### src/rtl/control_busqueda_if.sv
// rtl/control_busqueda_if.sv - launch/result handshake between the search controller and the hash core
interface control_busqueda_if #(
  parameter int NONCE_W = 24
);
  logic               core_start;
  logic [NONCE_W-1:0] core_nonce;
  logic               core_done;
  logic [15:0]        hash_hi;

  modport master (
    output core_start,
    output core_nonce,
    input  core_done,
    input  hash_hi
  );

  modport slave (
    input  core_start,
    input  core_nonce,
    output core_done,
    output hash_hi
  );
endinterface

### src/rtl/control_busqueda.sv
// rtl/control_busqueda.sv - walks the entry buffer and drives the hash core nonce by nonce until a bounty is found
module control_busqueda #(
  parameter int NONCE_W = 24,
  parameter int PTR_W   = 2,
  parameter int TIMEOUT = 255
) (
  input  logic               clk,
  input  logic               reset_L,
  input  logic               start,
  input  logic [PTR_W-1:0]   num_entradas,
  input  logic [15:0]        target,
  control_busqueda_if.master core,
  output logic [PTR_W-1:0]   rd_ptr,
  output logic [NONCE_W-1:0] bounty_out,
  output logic               bounty_valid,
  output logic               miss,
  output logic               busy,
  output logic               fin,
  output logic               err
);

  localparam logic [NONCE_W-1:0] NONCE_MAX   = '1;
  localparam logic [7:0]         TIMEOUT_CNT = 8'(TIMEOUT);

  typedef enum logic [2:0] {
    S_IDLE,
    S_LAUNCH,
    S_WAIT,
    S_CHECK,
    S_NEXT
  } state_t;

  state_t             state_q, state_n;
  logic [NONCE_W-1:0] nonce_q, nonce_n;
  logic [PTR_W-1:0]   num_q, num_n;
  logic [15:0]        target_q, target_n;
  logic [15:0]        hash_q, hash_n;
  logic [7:0]         cnt_q, cnt_n;

  logic               core_start_n;
  logic [NONCE_W-1:0] core_nonce_n;
  logic [PTR_W-1:0]   rd_ptr_n;
  logic [NONCE_W-1:0] bounty_out_n;
  logic               bounty_valid_n;
  logic               miss_n;
  logic               busy_n;
  logic               fin_n;
  logic               err_n;

  // Next-state and next-output decode; pulses default low, everything else holds.
  always_comb begin
    state_n        = state_q;
    nonce_n        = nonce_q;
    num_n          = num_q;
    target_n       = target_q;
    hash_n         = hash_q;
    cnt_n          = cnt_q;
    core_start_n   = 1'b0;
    core_nonce_n   = core.core_nonce;
    rd_ptr_n       = rd_ptr;
    bounty_out_n   = bounty_out;
    bounty_valid_n = 1'b0;
    miss_n         = 1'b0;
    fin_n          = fin;
    err_n          = err;

    case (state_q)
      S_IDLE: begin
        if (start) begin
          fin_n    = 1'b0;
          err_n    = 1'b0;
          rd_ptr_n = '0;
          nonce_n  = '0;
          num_n    = num_entradas;
          target_n = target;
          state_n  = S_LAUNCH;
        end
      end
      S_LAUNCH: begin
        core_start_n = 1'b1;
        core_nonce_n = nonce_q;
        cnt_n        = 8'd0;
        state_n      = S_WAIT;
      end
      S_WAIT: begin
        if (core.core_done) begin
          hash_n  = core.hash_hi;
          state_n = S_CHECK;
        end else if (cnt_q == TIMEOUT_CNT) begin
          // Hung core: abandon the whole job without publishing a bounty.
          err_n   = 1'b1;
          fin_n   = 1'b1;
          state_n = S_IDLE;
        end else begin
          cnt_n = cnt_q + 8'd1;
        end
      end
      S_CHECK: begin
        if (hash_q < target_q) begin
          bounty_out_n   = nonce_q;
          bounty_valid_n = 1'b1;
          state_n        = S_NEXT;
        end else if (nonce_q == NONCE_MAX) begin
          // All-ones is the terminal nonce; it doubles as the no-solution marker.
          bounty_out_n   = NONCE_MAX;
          bounty_valid_n = 1'b1;
          miss_n         = 1'b1;
          state_n        = S_NEXT;
        end else begin
          nonce_n = nonce_q + NONCE_W'(1);
          state_n = S_LAUNCH;
        end
      end
      S_NEXT: begin
        if (rd_ptr == num_q) begin
          fin_n   = 1'b1;
          state_n = S_IDLE;
        end else begin
          rd_ptr_n = rd_ptr + PTR_W'(1);
          nonce_n  = '0;
          state_n  = S_LAUNCH;
        end
      end
      default: state_n = S_IDLE;
    endcase

    busy_n = (state_n != S_IDLE);
  end

  // State register and registered outputs; reset returns all of them to zero.
  always_ff @(posedge clk or negedge reset_L) begin
    if (!reset_L) begin
      state_q         <= S_IDLE;
      nonce_q         <= '0;
      num_q           <= '0;
      target_q        <= '0;
      hash_q          <= '0;
      cnt_q           <= '0;
      core.core_start <= 1'b0;
      core.core_nonce <= '0;
      rd_ptr          <= '0;
      bounty_out      <= '0;
      bounty_valid    <= 1'b0;
      miss            <= 1'b0;
      busy            <= 1'b0;
      fin             <= 1'b0;
      err             <= 1'b0;
    end else begin
      state_q         <= state_n;
      nonce_q         <= nonce_n;
      num_q           <= num_n;
      target_q        <= target_n;
      hash_q          <= hash_n;
      cnt_q           <= cnt_n;
      core.core_start <= core_start_n;
      core.core_nonce <= core_nonce_n;
      rd_ptr          <= rd_ptr_n;
      bounty_out      <= bounty_out_n;
      bounty_valid    <= bounty_valid_n;
      miss            <= miss_n;
      busy            <= busy_n;
      fin             <= fin_n;
      err             <= err_n;
    end
  end

endmodule

### src/flat_wrapper.sv
// flat-port wrapper written by rule: the top's interface ports become plain ports
module control_busqueda_flat 
#(
  parameter int NONCE_W = 24,
  parameter int PTR_W   = 2,
  parameter int TIMEOUT = 255
)
  (clk, reset_L, start, num_entradas, target, rd_ptr, bounty_out, bounty_valid, miss, busy, fin, err, core_core_start, core_core_nonce, core_core_done, core_hash_hi);
  control_busqueda_if #(.NONCE_W(NONCE_W)) core_i ();
  input  logic clk;
  input  logic reset_L;
  input  logic start;
  input  logic [PTR_W-1:0] num_entradas;
  input  logic [15:0] target;
  output logic [PTR_W-1:0] rd_ptr;
  output logic [NONCE_W-1:0] bounty_out;
  output logic bounty_valid;
  output logic miss;
  output logic busy;
  output logic fin;
  output logic err;
  output wire logic [$bits(core_i.core_start)-1:0] core_core_start;
  output wire logic [$bits(core_i.core_nonce)-1:0] core_core_nonce;
  input wire logic [$bits(core_i.core_done)-1:0] core_core_done;
  input wire logic [$bits(core_i.hash_hi)-1:0] core_hash_hi;
  assign core_core_start = core_i.core_start;
  assign core_core_nonce = core_i.core_nonce;
  assign core_i.core_done = core_core_done;
  assign core_i.hash_hi = core_hash_hi;
  control_busqueda #(.NONCE_W(NONCE_W), .PTR_W(PTR_W), .TIMEOUT(TIMEOUT)) u_core (.clk(clk), .reset_L(reset_L), .start(start), .num_entradas(num_entradas), .target(target), .core(core_i), .rd_ptr(rd_ptr), .bounty_out(bounty_out), .bounty_valid(bounty_valid), .miss(miss), .busy(busy), .fin(fin), .err(err));
endmodule
### config.mk
export PLATFORM = sky130hd
export DESIGN_NAME = control_busqueda_flat
export DESIGN_NICKNAME = d
export VERILOG_FILES = /design/src/rtl/control_busqueda_if.sv /design/src/rtl/control_busqueda.sv /design/src/flat_wrapper.sv
export SDC_FILE = /design/constraint.sdc
export NUM_CORES = 1
export LEC_CHECK = 0
export BUFFER_PORTS_ARGS = -buffer_cell sky130_fd_sc_hd__buf_2
export CAP_MARGIN = 25
export CORE_MARGIN = 2
export CORE_UTILIZATION = 50
export DETAILED_ROUTE_END_ITERATION = 16
export PLACE_DENSITY_LB_ADDON = 0.12
export SYNTH_ARGS = -nofsm -noshare
export SYNTH_HDL_FRONTEND = slang
export SYNTH_SLANG_ARGS = --single-unit
### constraint.sdc
create_clock -name clk -period 2.6 [get_ports clk]
set_input_delay 0 -clock clk [delete_from_list [all_inputs] [get_ports clk]]
set_output_delay 0 -clock clk [all_outputs]
set_load 0.02 [all_outputs]
[Yosys cells after proc, flatten, opt, wreduce, memory -nomap -nowiden]
Cells that the tools add are included.
Widths: inputs -> output; s select.
Cells by class
  add/sub/neg operators: 3
  $mul: 0
  div/mod/pow operators: 0
  order comparisons: 1
  equal/unequal tests: 15
  shifts and indexed selects: 0
  muxes and demuxes: 32
  bitwise operators: 0
  reduce and logical (&&, ||, !) cells: 16
Operator list (number)
  $mux 24: 6
  $pmux 24 s3: 1
  $add 24x1->24 const B: 1
  $eq 24x24->1 const B: 1
  $lt 16x16->1: 1
  $mux 8: 2
  $pmux 8 s2: 1
  $mux 3: 5
  $pmux 3 s5: 1
  $ne 2x2->1 const B: 6
  $mux 1: 11
  $reduce_and 5->1: 2
  $reduce_bool 3->1: 3
  $add 8x1->8 const B: 1
  $eq 8x8->1 const B: 1
  $reduce_bool 2->1: 4
  $eq 3x2->1 const B: 2
  $reduce_and 2->1: 3
  $reduce_and 3->1: 2
  $mux 2: 2
  $ne 2x1->1 const B: 2
  $pmux 2 s2: 1
  $reduce_and 4->1: 1
  $eq 3x1->1 const B: 1
  6 further kinds: 6
Word-level totals
  register bits: 125
  latch bits: 0
  memory bits (writable): 0
  bits in read-only memories: 0
  input port bits: 38
  memories: 0

[Longest topological paths before layout]
Gate-level depths: netlist of run 1.
  depth after elaboration: 5
  depth in mapped cells: 10
  gate-level depth less buffers: 8

[Least setup slack after synthesis of run 1]
No wires, ideal clock.
  path type: register -> register
  start point: reg u_core.hash_q[13]
  end point: reg u_core.nonce_q[15]
  library setup time: 78 ps
  data arrival time: 1951 ps
  path slack: 571 ps
  cell stages (with the launch flop): 10
  clock period less this slack: 2029 ps
  cells stage by stage: dfrtp_1 -> ha_1 -> a21oi_1 -> o21ai_0 -> nor4_1 -> and3_1 -> clkbuf_2 -> buf_2 -> o21ai_0 -> a21oi_1
Between the ends
  word-level cells in the longest chain between the ends: 3
Ends and longest elaborated chain
  from (decl): RTL line control_busqueda.sv:37  | logic [15:0] hash_q, hash_n;
  from (signal assigned): RTL line control_busqueda.sv:153  | hash_q <= hash_n;
  $lt 16x16->1: RTL line control_busqueda.sv:99  | if (hash_q < target_q) begin
  $ne 2x2->1 (no source line)
  $reduce_and 5->1 (no source line)
  to (signal assigned): RTL line control_busqueda.sv:150  | nonce_q <= nonce_n;
  to (decl): RTL line control_busqueda.sv:34  | logic [NONCE_W-1:0] nonce_q, nonce_n;
Every way passes these cells.
A chain may end at the register's enable or synchronous reset.

[Worst setup path after layout of run 1]
  start point: reg u_core.hash_q[11]
  end point: reg u_core.nonce_q[22]
The elaborated chain is that of the path after synthesis.

==> results of run 1 <==
## power groups by stage
stage	clock (mW)	combinational, mW	sequential, mW
6_report	2.23	2.89	2.82
5_1_grt	2.36	3.21	2.89
3_5_place_dp	0	2.85	2.84
3_3_place_gp	0	2.78	2.82
2_1_floorplan	0	1.76	3.07
4_1_cts	2.28	2.91	2.82
## worst paths after layout
check,startpoint,to,slack [ns],cells past startpoint
hold reg to reg,u_core.core.core_nonce[15],u_core.core.core_nonce[15],0.50,1
setup / recovery,u_core.hash_q[11],u_core.nonce_q[22],0.28,8
min in group clk,start,u_core.busy,0.27,5
max in group asynchronous,reset_L,u_core.core.core_nonce[9],1.72,3
setup reg to reg,u_core.hash_q[11],u_core.nonce_q[22],0.28,8
hold / removal,reset_L,u_core.cnt_q[7],0.05,2
## layer usage
layer | global-route usage | part of all wire | vias to the layer above | routed length, µm
met4 | 0.0724 | 0.013 | 0 | 169
li1 | - | - | 2134 | -
met3 | 0.0465 | 0.046 | 16 | 595
met2 | 0.362 | 0.48 | 100 | 6220
met1 | 0.298 | 0.46 | 2156 | 5870
met5 | 0 | 0 | - | 0
## cell type report
cell class	count	area, µm²
fill	913	3960
multi-input combinational	340	2420
timing repair buffer	144	991
tap	143	179
sequential	125	3130
clock buffer	22	464
clock inverter	8	92.6
inverter	23	86.3
## registers in the layout (all words and copies together) (netlist names), 2 cells and up
name                    cells
u_core.bounty_out          24
u_core.cnt_q                8
u_core.core.core_nonce     24
u_core.hash_q              16
u_core.nonce_q             24
u_core.num_q                2
u_core.rd_ptr               2
u_core.state_q              3
u_core.target_q            16
## cell families after synthesis
family / after synthesis / synth area share
buf+inv: 48 / 0.0381
fa+ha+maj: 17 / 0.0370
flops: 125 / 0.544
compound gates: 98 / 0.119
xor+xnor: 7 / 0.0107
mux: 51 / 0.0983
simple gates: 167 / 0.153
## cells in the final DEF, fill, tap and decap left out, drive strengths merged, types with 3 or more instances in the layout
cell,count
nand2b,9
a21boi,3
and2,5
o22a,22
xnor2,5
nor4,4
ha,17
nor3,10
or2b,3
and3,14
and4,4
o31ai,3
mux2,44
or3,7
nand2,48
nand3,16
clkinv,5
dlygate4sd3,36
o311ai,4
o21ai,31
nor3b,3
clkbuf,22
dfrtp,125
mux2i,7
inv,23
nand4,16
o22ai,3
nor2,20
a21oi,15
a21o,3
buf,108
## critical path, delay by kind of cell, from the launching register on
family          cells  cell delay (ns)
simple gates        3             0.72
flops               1             0.40
compound gates      2             0.38
fa+ha+maj           1             0.34
mux                 1             0.24
buf+inv             1             0.16
==> results by group, run 1 <==
STA
  • Number of hold violations in the final report: 0
  • Tmin final: 2.32 ns
  • Slew @ Worst Pin: 0.595 ns
  • Setup ws final: 0.281 ns
  • Max Freq: 431 MHz
  • Fin. max-slew vios: 0
  • RSZ-0062 raised after global routing: no
  • Slew HR: 0.603
  • Worst Skew: 0.00863 ns
  • Crit share post-route: 0.892
  • Setup total negative slack: 0 ns
  • WHS: 0.0501 ns
  • Setup Viol. Count Final: 0

Detailed routing
  • Post-route ant nets: 0
  • DRT Pass-1 Iters: 4
  • Routed WL: 12800 µm
  • Via density: 5.47
  • Via Count: 4406
  • Wirelength per Cell: 16.0 µm
  • DRC: 0
  • Initial DRC Count: 192

Yosys
  • Number of flops mapped to enable cells by yosys: 0
  • Register area share after synthesis: 0.544
  • Area share of the leading cell type in the synthesized netlist: 0.544
  • Synth area leaders: dfrtp_1 54%, mux2_2 8.6%, ha_1 3.7%, o22a_1 3.4%, nand2_1 3.1%
  • Post-synth top cells: 125 x dfrtp_1, 48 x nand2_1, 44 x mux2_2, 31 x o21ai_0, 23 x inv_1
  • Largest area contributor in the netlist: dfrtp_1
  • Main flop type after synthesis: dfrtp_1
  • Post-synthesis register bit count: 125
  • Ys async rst share: 1.00
  • Mapped cell area: 0.00575 mm²
  • Avg Inst Size Synth: 11.2 µm²
  • Yosys warns: 0
  • Cell count after synthesis: 513
  • Synth cell types: 56
  • Post-Syn Nets: 568
  • Top-count cell post-synth: dfrtp_1

Job
  • Max Cap Viol: 0

Setup path
  • Crit end category: flop
  • WS Path Type: flop to flop
  • Max stage delay on crit path: 0.40 ns
  • CP Max Fanout: 29
  • Crit path DAT: 2.65 ns
  • Required @ worst endpoint: 2.93 ns
  • CP cell instances: ha_1 -> nand4_1 -> a311oi_1 -> a31oi_1 -> and3_1 -> buf_12 -> nor4_1 -> mux2i_1
  • CP Launch Type: flop
  • Crit path max-delay cell type: dfrtp_1

GRT
  • Pin count of the biggest net entering global routing: 97
  • Initial antenna violation count: 0
  • Vias in the first global route: 4457
  • Grt ovf: 0
  • First-pass GRT wire length: 21800 µm
  • Global Route Usage Sum: 0.221

Clocking
  • CTS Buf Count: 17
  • Max Root-Sink Buffers: 2
  • CTS tree: built
  • Clock insertion delay at the later pin of the skew report: 0.41 ns
  • Clock root cell: clkbuf_16
  • Post-cts resize count: 0
  • CTS sink count: 125
  • H-tree Lvls: 4
  • Reg clk slew, reported paths: 0.05 ns
  • Post-CTS Setup Bufs: 0
  • Post-CTS Hold Fix Bufs: 36

Floorplan
  • Area of the die: 0.0124 mm²
  • Die width: 111 µm
  • Starting Density: 0.508
  • Core Box Area: 0.0113 mm²
  • Cell Rows: 39
  • Die Y: 111 µm
  • IO Pins: 94

Power
  • Max IR drop VDD: 0.573 mV
  • Psw: 2.76 mW
  • Clock power frac: 0.281
  • Pleak: 3.54 nW
  • Logic pwr share: 0.364
  • Total chip power: 7.94 mW
  • Power Density: 1080 mW/mm²
  • Switching fraction of total power: 0.348
  • Pint: 5.18 mW
  • Register share of total power: 0.356

Layout
  • Nets@finish: 706
  • Final Instance Area: 0.00736 mm²
  • Area grow syn2layout: 27.9%
  • Post-route insts no fill: 805
  • Core Util, Final: 0.650
  • ANT cells: 0
  • Share of cells above drive strength 1: 0.285

Min path
  • Hold crit path type: input pin to async pin

Place
  • Pre-CTS setup slack: 0.301 ns
  • GPL Wtd Cong: 0.821
  • IO Port Bufs: 93
  • Cells after DPL: 739
  • HPWL after detailed placement: 8330 µm
  • Post-place instance area: 0.00644 mm²

Run status
  • Status: finished clean
Note: power is estimated with default switching activity, not from simulation.
==> inputs of run 2 (changes only) <==
--- a/config.mk
+++ b/config.mk
@@ -10,7 +10,7 @@
 export CORE_MARGIN = 2
 export CORE_UTILIZATION = 50
 export DETAILED_ROUTE_END_ITERATION = 16
-export PLACE_DENSITY_LB_ADDON = 0.12
+export PLACE_DENSITY_LB_ADDON = 0.1
 export SYNTH_ARGS = -nofsm -noshare
 export SYNTH_HDL_FRONTEND = slang
 export SYNTH_SLANG_ARGS = --single-unit
==> results by group, run 2 (synthesis results as in run 1) <==
STA
  • Tmin final: 2.45 ns
  • Slew HR: 0.575
  • RSZ-0062 raised after global routing: no
  • Setup total negative slack: 0 ns
  • Number of hold violations in the final report: 0
  • Setup Viol. Count Final: 0
  • WHS: 0.121 ns
  • Max Freq: 408 MHz
  • Setup ws final: 0.152 ns
  • Worst Skew: 0.00785 ns
  • Slew @ Worst Pin: 0.637 ns
  • Fin. max-slew vios: 0
  • Crit share post-route: 0.942

Detailed routing
  • Via density: 5.53
  • DRC: 0
  • Via Count: 4482
  • Wirelength per Cell: 16.4 µm
  • Initial DRC Count: 251
  • Post-route ant nets: 0
  • DRT Pass-1 Iters: 4
  • Routed WL: 13300 µm

Power
  • Total chip power: 7.89 mW
  • Max IR drop VDD: 0.640 mV
  • Pleak: 3.56 nW
  • Power Density: 1070 mW/mm²

Clocking
  • Clock insertion delay at the later pin of the skew report: 0.42 ns
  • Max Root-Sink Buffers: 2
  • CTS tree: built
  • Post-cts resize count: 0
  • CTS sink count: 125
  • H-tree Lvls: 4
  • Reg clk slew, reported paths: 0.06 ns
  • CTS Buf Count: 17
  • Post-CTS Setup Bufs: 0
  • Clock root cell: clkbuf_16

Floorplan
  • IO Pins: 94
  • Area of the die: 0.0124 mm²
  • Cell Rows: 39
  • Core Box Area: 0.0113 mm²
  • Die width: 111 µm
  • Die Y: 111 µm
  • Starting Density: 0.508

Place
  • GPL Wtd Cong: 0.824
  • Pre-CTS setup slack: 0.259 ns
  • Cells after DPL: 744
  • IO Port Bufs: 93
  • Post-place instance area: 0.00646 mm²
  • HPWL after detailed placement: 8640 µm

Layout
  • Share of cells above drive strength 1: 0.293
  • Most frequent cells in the layout: 125 x dfrtp_1, 92 x buf_2, 48 x nand2_1
  • Area grow syn2layout: 28.1%
  • Fill count: 935
  • Core Util, Final: 0.651
  • ANT cells: 0
  • Register area: 0.00313 mm²
  • Final Instance Area: 0.00736 mm²
  • Commonest non-fill, non-tap cell in the layout: dfrtp_1
  • Post-route insts no fill: 811
  • Biggest regs: u_core.bounty_out: 24 flops, u_core.core.core_nonce: 24 flops, u_core.nonce_q: 24 flops
  • Nets@finish: 711
  • Area of the multi-input gates: 0.00242 mm²

Setup path
  • Crit path max-delay cell type: nor4_1
  • WS Path Type: flop to flop
  • WP buf/inv: 2
  • CP Launch Type: flop
  • CP cell instances: ha_1 -> a21oi_1 -> o21ai_0 -> nor4_1 -> and3_1 -> buf_4 -> buf_4 -> o21ai_0 -> a21oi_1
  • Crit end category: flop
  • Crit path DAT: 2.78 ns
  • Max stage delay on crit path: 0.44 ns
  • CP Max Fanout: 27
  • CP top delay family: simple AND/OR/NAND/NOR gates
  • Required @ worst endpoint: 2.93 ns

Min path
  • Hold crit path type: input pin to flop

GRT
  • Global Route Usage Sum: 0.229
  • Grt ovf: 0
  • Vias in the first global route: 4639
  • Initial antenna violation count: 0
  • Pin count of the biggest net entering global routing: 49
  • First-pass GRT wire length: 22700 µm

Job
  • Max Cap Viol: 0

Run status
  • Status: finished clean
==> run 2: cell types whose count changed in the layout (fill, tap and decap cells not counted), sizes merged <==
| cell | change |
|---|---|
| clkbuf | +2 |
| clkinv | +1 |
| buf | +5 |
| bufinv | -2 |
==> run 2: final cells by class <==
| cell class | count | share of cell area |
|---|---|---|
| Inverter | 23 | 0.0117 |
| Sequential cell | 125 | 0.425 |
| Timing Repair Buffer | 149 | 0.138 |
| Clock buffer | 24 | 0.0681 |
| Tap cell | 143 | 0.0243 |
| Multi-Input combinational cell | 340 | 0.328 |
| Clock inverter | 7 | 0.00510 |
==> run 2: routing by layer <==
metal / wire, µm / vias up / track usage
met3: 590 / 31 / 0.0569
li1: - / 2139 / -
met1: 6230 / 2200 / 0.302
met4: 330 / 0 / 0.104
met5: 0 / - / 0
met2: 6150 / 112 / 0.360
==> run 2: power by group <==
group / internal, mW / switching [mW] / total, mW
Sequential: 2.51 / 0.285 / 2.79
Combinational: 1.24 / 1.71 / 2.95
Clock: 1.33 / 0.820 / 2.15
==> run 2: what timing repair did <==
action | 4_1_cts | 5_1_grt
setup endpoints to repair | 0 | 0
hold endpoints to repair | 83 | 0
hold buffers | 36 | 0
==> run 2: path summary, 6_finish.rpt <==
kind	start	to	slack (ns)	cells after the start
worst max-delay path	u_core.hash_q[13]	u_core.nonce_q[12]	0.15	9
worst min-delay path	start	u_core.err	0.12	4
worst max register to register	u_core.hash_q[13]	u_core.nonce_q[12]	0.15	9
worst min register to register	u_core.core.core_nonce[1]	u_core.core.core_nonce[1]	0.50	1
max in group asynchronous	reset_L	u_core.nonce_q[14]	1.59	3
min in group asynchronous	reset_L	u_core.cnt_q[1]	0.15	2
==> run 2: worst register-to-register path: cells and delay by family, from the launching register on <==
kind	cells	cell delay [ns]
flip-flops	1	0.38
buffers and inverters	2	0.44
AO/OA/AOI/OAI	4	0.55
adder cells (fa/ha/maj)	1	0.33
AND/OR/NAND/NOR	2	0.67
==> inputs of run 3 (changes only) <==
--- a/config.mk
+++ b/config.mk
@@ -5,11 +5,11 @@
 export SDC_FILE = /design/constraint.sdc
 export NUM_CORES = 1
 export LEC_CHECK = 0
-export BUFFER_PORTS_ARGS = -buffer_cell sky130_fd_sc_hd__buf_2
 export CAP_MARGIN = 25
 export CORE_MARGIN = 2
 export CORE_UTILIZATION = 50
 export DETAILED_ROUTE_END_ITERATION = 16
+export DONT_BUFFER_PORTS = 1
 export PLACE_DENSITY_LB_ADDON = 0.1
 export SYNTH_ARGS = -nofsm -noshare
 export SYNTH_HDL_FRONTEND = slang
==> results by group, run 3 (synthesis results as in run 1) <==
STA
  • Tmin final: 2.35 ns
  • Slew @ Worst Pin: 0.613 ns
  • RSZ-0062 raised after global routing: no
  • Crit share post-route: 0.903
  • Setup total negative slack: 0 ns
  • Setup Viol. Count Final: 0
  • Slew HR: 0.592
  • Number of hold violations in the final report: 125
  • Setup ws final: 0.253 ns
  • WHS: -0.725 ns
  • Worst Skew: 0.00730 ns
  • Fin. max-slew vios: 0
  • Max Freq: 426 MHz

Clocking
  • Reg clk slew, reported paths: 0.05 ns
  • Post-CTS Setup Bufs: 0
  • Post-CTS Hold Fix Bufs: 35
  • Max Root-Sink Buffers: 2
  • Clock root cell: clkbuf_16
  • Clock insertion delay at the later pin of the skew report: 0.42 ns
  • H-tree Lvls: 4
  • CTS sink count: 125
  • CTS Buf Count: 17
  • CTS tree: built

Layout
  • Biggest regs: u_core.bounty_out: 24 flops, u_core.core.core_nonce: 24 flops, u_core.nonce_q: 24 flops
  • Share of cells above drive strength 1: 0.180
  • Commonest non-fill, non-tap cell in the layout: dfrtp_1
  • Final Instance Area: 0.00699 mm²
  • Area grow syn2layout: 21.5%
  • Nets@finish: 615
  • Most frequent cells in the layout: 125 x dfrtp_1, 48 x nand2_1, 44 x mux2_2
  • ANT cells: 0

Place
  • GPL Wtd Cong: 0.790
  • Post-place instance area: 0.00599 mm²
  • HPWL after detailed placement: 7990 µm
  • Pre-CTS setup slack: 0.275 ns
  • IO Port Bufs: 0

Setup path
  • CP Max Fanout: 29
  • CP Launch Type: flop
  • Reg-to-Reg Start: u_core.hash_q[15]
  • Crit end category: flop
  • WS Path Type: flop to flop
  • R2r worst-path depth: 8
  • Reg2reg setup slack: 0.25 ns
  • RR Endpoint: u_core.nonce_q[22]
  • Crit path DAT: 2.69 ns
  • Required @ worst endpoint: 2.95 ns

Floorplan
  • Die width: 111 µm
  • IO Pins: 94
  • Die Y: 111 µm
  • Core Box Area: 0.0113 mm²
  • Starting Density: 0.508
  • Cell Rows: 39
  • Area of the die: 0.0124 mm²

GRT
  • Initial antenna violation count: 0
  • Grt ovf: 0
  • Vias in the first global route: 4082
  • Pin count of the biggest net entering global routing: 126
  • Global Route Usage Sum: 0.214
  • First-pass GRT wire length: 21100 µm

Detailed routing
  • Via Count: 4089
  • DRC: 0
  • Routed WL: 12500 µm
  • Via density: 5.71
  • Post-route ant nets: 0
  • DRT Pass-1 Iters: 5
  • Wirelength per Cell: 17.4 µm
  • Initial DRC Count: 227

Run status
  • Failing checks: hold timing
  • Status: complete, but fails checks

Power
  • Pleak: 3.17 nW
  • Power Density: 1150 mW/mm²
  • Max IR drop VDD: 0.690 mV

Min path
  • Hold crit path type: input pin to async pin

Job
  • Max Cap Viol: 0
[run 3: cell types whose count changed in the layout (fill, tap and decap cells not counted)]
cell,previous run,this run
nor2_2,2,1
buf_4,18,15
clkinv_2,6,5
clkinv_4,0,1
dlygate4sd3_1,36,35
bufinv_16,0,5
buf_2,92,0
clkbuf_8,5,2
clkbuf_1,2,1
nor2_4,0,1
[run 3: what timing repair did]
item	4_1_cts	5_1_grt
endpoints found under the hold margin	168	125
resized for setup	0	0
setup endpoints to repair	0	0
[run 3: worst max-delay path by stage]
stage / endpoint / slack (ns) / start
after floorplan: u_core.nonce_q[15] / 0.57 / u_core.hash_q[13]
after global placement: u_core.nonce_q[22] / 0.31 / u_core.hash_q[15]
after detailed placement: u_core.nonce_q[22] / 0.28 / u_core.hash_q[15]
after CTS: u_core.nonce_q[22] / 0.25 / u_core.hash_q[15]
after global routing: u_core.nonce_q[22] / 0.07 / u_core.hash_q[15]
final: u_core.nonce_q[22] / 0.25 / u_core.hash_q[15]
[run 3: critical path: stages, from the launching register on]
cell and delay (ns):
dfrtp_1 0.37, ha_1 0.31, nand4_1 0.17, a311oi_1 0.25, a31oi_1 0.11, and3_1 0.24
buf_12 0.16, nor4_1 0.42, mux2i_1 0.23
[run 3: routing by layer]
| layer | vias to the layer above | track usage | wire (µm) | share of wire |
|---|---|---|---|---|
| li1 | 1960 | - | - | - |
| met1 | 2020 | 0.291 | 5850 | 0.47 |
| met2 | 93 | 0.320 | 5780 | 0.46 |
| met3 | 16 | 0.0667 | 649 | 0.052 |
| met4 | 0 | 0.0872 | 194 | 0.016 |
| met5 | - | 0 | 0 | 0 |
[run 3: per-stage QoR]
| step | utilization | instances | total power [mW] |
|---|---|---|---|
| after CTS | 0.617 | 716 | 8.12 |
| after global routing | 0.617 | 716 | 8.53 |
| after global placement | 0.529 | 649 | 5.38 |
| after floorplan | - | 513 | 4.83 |
| final | 0.617 | 716 | 8.06 |
| after detailed placement | 0.529 | 649 | 5.45 |
[run 3: area by class of cell]
class                      instances  area (µm²)
clock buffer                      20         457
inverter                          23        86.3
sequential                       125        3130
timing repair buffer              53         523
fill                             918        4340
tap                              143         179
multi-input combinational        340        2420
clock inverter                    12         191
[run 3: where the power goes]
| group | total (mW) | leakage [nW] | internal, mW | switching (mW) |
|---|---|---|---|---|
| Combinational | 2.34 | 1.23 | 1.07 | 1.28 |
| Clock | 2.59 | 0.320 | 1.74 | 0.845 |
| Sequential | 3.13 | 1.62 | 2.51 | 0.626 |
